===== config.mk =====
export PLATFORM = sky130hd
export DESIGN_NAME = oam_dma
export DESIGN_NICKNAME = d
export VERILOG_FILES = /design/src/rtl/oam_dma.sv
export SDC_FILE = /design/constraint.sdc
export NUM_CORES = 1
export LEC_CHECK = 0
export BUFFER_PORTS_ARGS = -buffer_cell sky130_fd_sc_hd__buf_2
export CORE_MARGIN = 4
export CORE_UTILIZATION = 30
export DETAILED_ROUTE_END_ITERATION = 8
export PLACE_DENSITY = 0.57
export SETUP_SLACK_MARGIN = 0.02
export SYNTH_ARGS = -nofsm -noshare
export SYNTH_HDL_FRONTEND = slang
export SYNTH_SLANG_ARGS = --single-unit

===== constraint.sdc =====
create_clock -name clk -period 1.6 [get_ports clk]
set_input_delay 0.08 -clock clk [delete_from_list [all_inputs] [get_ports clk]]
set_output_delay 0.08 -clock clk [all_outputs]
set_load 0.02 [all_outputs]

===== src/rtl/oam_dma.sv =====
// Sprite DMA engine behind the $4014 register. It halts the CPU and copies page P
// into sprite OAM, one byte per read/write pair, through the oam_load/data_in path.
module oam_dma #(
    parameter int BYTES    = 256,
    parameter bit ALIGN_EN = 1'b1
) (
    input  logic        clk,
    input  logic        i_rst_n,
    input  logic        ce,
    input  logic        i_reg_wr,
    input  logic [7:0]  i_reg_data,
    output logic        o_halt,
    output logic        o_busy,
    output logic        o_mem_rd,
    output logic [15:0] o_mem_addr,
    input  logic [7:0]  i_mem_data,
    output logic        o_oam_load,
    output logic [7:0]  o_oam_data,
    output logic        o_done
);

    // state | meaning
    // IDLE  | waiting for a $4014 write
    // HALT  | CPU halted, no bus activity for one cycle
    // ALIGN | extra idle cycle so the first read lands on a get cycle
    // READ  | get cycle: read {page,cnt} and capture the byte
    // WRITE | put cycle: push the captured byte to OAM, advance cnt
    localparam logic [2:0] S_IDLE  = 3'd0;
    localparam logic [2:0] S_HALT  = 3'd1;
    localparam logic [2:0] S_ALIGN = 3'd2;
    localparam logic [2:0] S_READ  = 3'd3;
    localparam logic [2:0] S_WRITE = 3'd4;

    localparam logic [7:0] LAST_CNT = 8'(BYTES - 1);

    logic [2:0] state;
    logic [7:0] cnt;
    logic [7:0] page;
    logic [7:0] latch;
    logic       phase;
    logic       done_q;

    always_ff @(posedge clk or negedge i_rst_n) begin
        if (!i_rst_n) begin
            state  <= S_IDLE;
            cnt    <= 8'd0;
            page   <= 8'd0;
            latch  <= 8'd0;
            phase  <= 1'b0;
            done_q <= 1'b0;
        end else if (ce) begin
            phase  <= ~phase;
            done_q <= 1'b0;
            case (state)
                S_IDLE: begin
                    if (i_reg_wr) begin
                        page  <= i_reg_data;
                        cnt   <= 8'd0;
                        state <= S_HALT;
                    end
                end
                // phase=1 now means the next cycle is a get cycle
                S_HALT:  state <= (phase || !ALIGN_EN) ? S_READ : S_ALIGN;
                S_ALIGN: state <= S_READ;
                S_READ: begin
                    latch <= i_mem_data;
                    state <= S_WRITE;
                end
                S_WRITE: begin
                    cnt <= cnt + 8'd1;
                    if (cnt == LAST_CNT) begin
                        state  <= S_IDLE;
                        done_q <= 1'b1;
                    end else begin
                        state <= S_READ;
                    end
                end
                default: state <= S_IDLE;
            endcase
        end
    end

    assign o_halt     = (state != S_IDLE);
    assign o_busy     = (state != S_IDLE);
    assign o_mem_rd   = (state == S_READ);
    assign o_mem_addr = (state == S_READ) ? {page, cnt} : 16'h0000;
    assign o_oam_load = (state == S_WRITE);
    assign o_oam_data = latch;
    assign o_done     = done_q;

endmodule


### Yosys cells after proc, flatten, opt, wreduce, memory -nomap -nowiden

Cells that the tools add are included.

* bits in registers: 29
* input bits: 20
* output and inout bits: 29
* word-level logic and storage cells: 30

* add/sub/neg operators: 1
* equal/unequal tests: 6
* multiplexer cells: 9
* bitwise gates (word level): 1
* reduce and logical (&&, ||, !) cells: 7

Operator list (count)
* $mux 16: 1
* $pmux 8 s2: 1
* $pmux 3 s5: 1
* $add 8x1->8 const B: 1
* $eq 8x8->1 const B: 1
* $mux 8: 1
* $eq 3x2->1 const B: 2
* $reduce_and 3->1: 2
* $reduce_and 2->1: 2
* $eq 3x1->1 const B: 1
* $eq 3x3->1 const B: 1
* $logic_not 3->1: 1
* $mux 1: 3
* $mux 3: 1
* $reduce_bool 3->1: 1
* $mux 2: 1
* $ne 2x2->1 const B: 1
* $reduce_bool 2->1: 1
* $not 1->1: 1

### Logic depth before layout (Yosys ltp)

* depth after elaboration: 3
* gate-level depth with buffers: 6

### Least setup slack after synthesis

Ideal clock, no wire load.

* path type: register -> register
* start point: register state[1]
* end point: register page[1]
* data arrival time: 1652 ps
* data required time: 1475 ps
* path slack: -177 ps
* cell stages (with the launch flop): 7
* path through: dfrtp_1 > buf_6 > or4b_4 > buf_6 > nor2_8 > buf_12 > mux2_4

* cells in the longest elaborated chain, start to end: 2

Ends and longest elaborated chain
* start, declared: line 36 `logic [2:0] state;`
* start signal, assigned: line 63 `S_HALT: state <= (phase || !ALIGN_EN) ? S_READ : S_ALIGN;`
* $logic_not 3->1: line 54 `case (state)`
* $reduce_and 3->1 (no source line)
* end signal, assigned: line 57 `page <= i_reg_data;`
* end, declared: line 38 `logic [7:0] page;`

No other way between the ends.
A chain may end at the register's enable or synchronous reset.

### Worst setup path after layout

* start point: register state[0]
* end point: register page[4]

Same word-level chain as after synthesis.

==> metrics <==
Seq/Total Area, Yosys=0.481; setup ws final=-0.00141 ns; Final Setup Violations=2; Data arrival, critical path=1.77 ns; critical path fanouts, max=4; Total GRT Usage=0.110; drt total wl=3560 um; Util after Layout=0.445; GP Congestion=0.784; Synth Instances=134; total power=3450 uW; Starting Density=0.315; total iterations of the first detailed-routing run=4; Tcrit/Tclk final=1.00; NumNets Final=215; WL/cell=13.6 um; CP Capture Type=flip-flop; Antenna Nets Post-Route=0; clock insertion delay at the later pin of the skew report=0.28 ns; vias per cell=4.55; die height=78.9 um; TritonCTS clock tree=built; failing checks=negative setup slack; Leak Pwr=0.000992 uW; slew margin rel.=0.569; Yosys top cell area share=0.481; max-cap check violation count=0; num ports=49; Crit path required time=1.77 ns; clk_skew=0.00529 ns; ranking of synthesized cells by area=dfrtp_1 48%, mux2_4 7.0%, mux2_2 6.7%, and2_1 6.6%, o21ai_0 4.0%; ratio of cells with drive above 1 in the final layout=0.523; CP max stage delay=0.60 ns; flops & latches, synth=29; grt total ovfl=0; Synth Net Count=155; Peak VDD IR=890 uV; Num CTS Buffers=5; Non-Filler Instances=262; Inserted Diodes=0; vias in the first global route=1,154; Syn Area/Cell=11.3 um^2; Critical path buffers and inverters=0; FF-to-FF Start=state[0]; Synth area leader=dfrtp_1; Final HPWL DP=2460 um; Worst-Margin Slew=0.647 ns; Final Hold Vio Count=0; hold wc startpoint=i_mem_data[4]; clk slew on worst S/H paths=0.07 ns; CTS H-tree depth=2; antenna violations before repair=0; Crit path max-delay family=simple AND/OR/NAND/NOR gates; R2R setup slack=-0.001 ns; Site Rows=25; slowest CP cell=or4b_4; Clock Path Buffers=2; vias=1,191; reg-to-reg endpoint=page[4]; Sinks on Clock Net=29; fillcell total=443; Worst Hold Depth=2; final setup TNS=-0.00260 ns; Hold Slack=0.0260 ns; placed cell count=248; largest net degree at the start of global routing=30; Residual DRC=0; initial DRC count=64; Core Footprint=4790 um^2; worst path cell trace=or4b_4, nor2_4, mux2_4; status=finished with violations; worst min path class=in -> reg; synth warn=0; clk root buf=clkbuf_8; post-synth cell types=33; first-pass GRT wire length=5390 um; Fmax=624 MHz; area added between synthesis and finish=41.2%; Hold EP=o_oam_data[4]; pwr dens=1620 nW/um^2; startpoint types=flip-flop; kind of critical path=reg -> reg; die width=78.9 um; cell area after synthesis=1510 um^2; final-report max-slew violation count=0; minimum clock period=1.60 ns; die area=6220 um^2; worst r2r path cells=3; IO Port Bufs=48; unrepaired setup endpoints after global routing=true
-- registers in the layout, indices dropped and copies added (netlist names) --
name,cells
cnt,8
state,3
phase,1
o_oam_data,8
o_done,1
page,8
-- worst max-delay path by stage --
stage / startpoint / to / slack [ns] / depth (start not counted)
5_1_grt: state[0] / page[1] / -0.02 / 3
2_1_floorplan: state[1] / page[1] / -0.18 / 6
3_3_place_gp: state[1] / page[0] / -0.02 / 3
4_1_cts: state[0] / page[1] / -0.02 / 3
6_report: state[0] / page[4] / -0.001 / 3
3_5_place_dp: state[1] / page[0] / -0.05 / 3
-- what timing repair did --
action,4_1_cts,5_1_grt
setup endpoints to repair,31,28
hold buffers,1,0
buffers inserted,0,2
hold endpoints to repair,29,0
gates cloned,1,2
pin swaps,3,3
gates resized for setup,28,16
-- synthesized netlist by cell type --
cell type and count:
dfrtp_1 29, and2_1 16, o21ai_0 12, mux2_2 9
mux2_4 7, inv_1 6, nand2_1 6, nand3_1 4
a21oi_1 3, buf_2 3, clkbuf_1 3, mux2i_1 3
nor4_1 3, o211ai_1 3, o21bai_1 3, o31ai_1 3
or4_1 3, buf_6 2, nor2_1 2, and3_1 1
buf_12 1, buf_4 1, ha_1 1, nand3b_1 1
nand4_1 1, nor2_8 1, nor2b_1 1, nor3b_1 1
o2111ai_1 1, o32ai_1 1, or2_1 1, or4b_4 1
xor2_1 1
-- stage by stage --
| stage | instance area, um^2 | setup WS (ns) |
|---|---|---|
| after floorplan | 1510 | -0.177 |
| after global placement | 1840 | -0.0208 |
| after detailed placement | 1840 | -0.0456 |
| after CTS | 2020 | -0.0194 |
| after global routing | 2130 | -0.0244 |
| final | 2130 | -0.00141 |
-- layout by cell type (no fill, tap or decap), types with 2 or more instances in the layout --
cell and instances:
buf_2 32, buf_4 15, dfrtp_1 29, and2_1 7
mux2_4 8, o31ai_1 3, a21oi_1 3, and2_4 9
clkbuf_8 5, nor2_1 2, clkinv_2 2, nand2_1 6
buf_6 11, o21bai_1 3, o21ai_0 12, mux2i_1 3
or4_1 3, inv_1 5, nand3_1 4, o211ai_1 3
mux2_2 8
-- metal layers --
| layer | vias to the layer above | global-route usage | share of wire |
|---|---|---|---|
| li1 | 595 | - | - |
| met1 | 558 | 0.138 | 0.44 |
| met3 | 4 | 0.0351 | 0.054 |
| met4 | 0 | 0.0378 | 0.0076 |
| met5 | - | 0 | 0 |
| met2 | 34 | 0.180 | 0.50 |
-- cells by family (layout without fill, tap and decap cells) --
group / Yosys count / count (layout) / share of synthesized area
AND/OR/NAND/NOR: 42 / 44 / 0.176
multiplexers: 19 / 19 / 0.157
adder cells (fa/ha/maj): 1 / 1 / 0.00830
AO/OA/AOI/OAI: 26 / 26 / 0.106
flip-flops: 29 / 29 / 0.481
buffers and inverters: 16 / 75 / 0.0656
XOR/XNOR: 1 / 1 / 0.00581
-- area by class of cell --
type | count | area (um^2) | share of cell area
multi-input combinational | 91 | 756 | 0.355
sequential | 29 | 726 | 0.341
timing repair buffer | 61 | 452 | 0.212
tap | 67 | 83.8 | 0.0394
clock buffer | 5 | 68.8 | 0.0323
inverter | 6 | 25.0 | 0.0118
clock inverter | 3 | 17.5 | 0.00823
-- where the power goes --
group,switching (uW),internal [uW],total [uW]
registers,157,1010,1170
clock network,291,299,590
logic,845,846,1690
total,1290,2160,3450
Power figures use the tool's default switching activity.
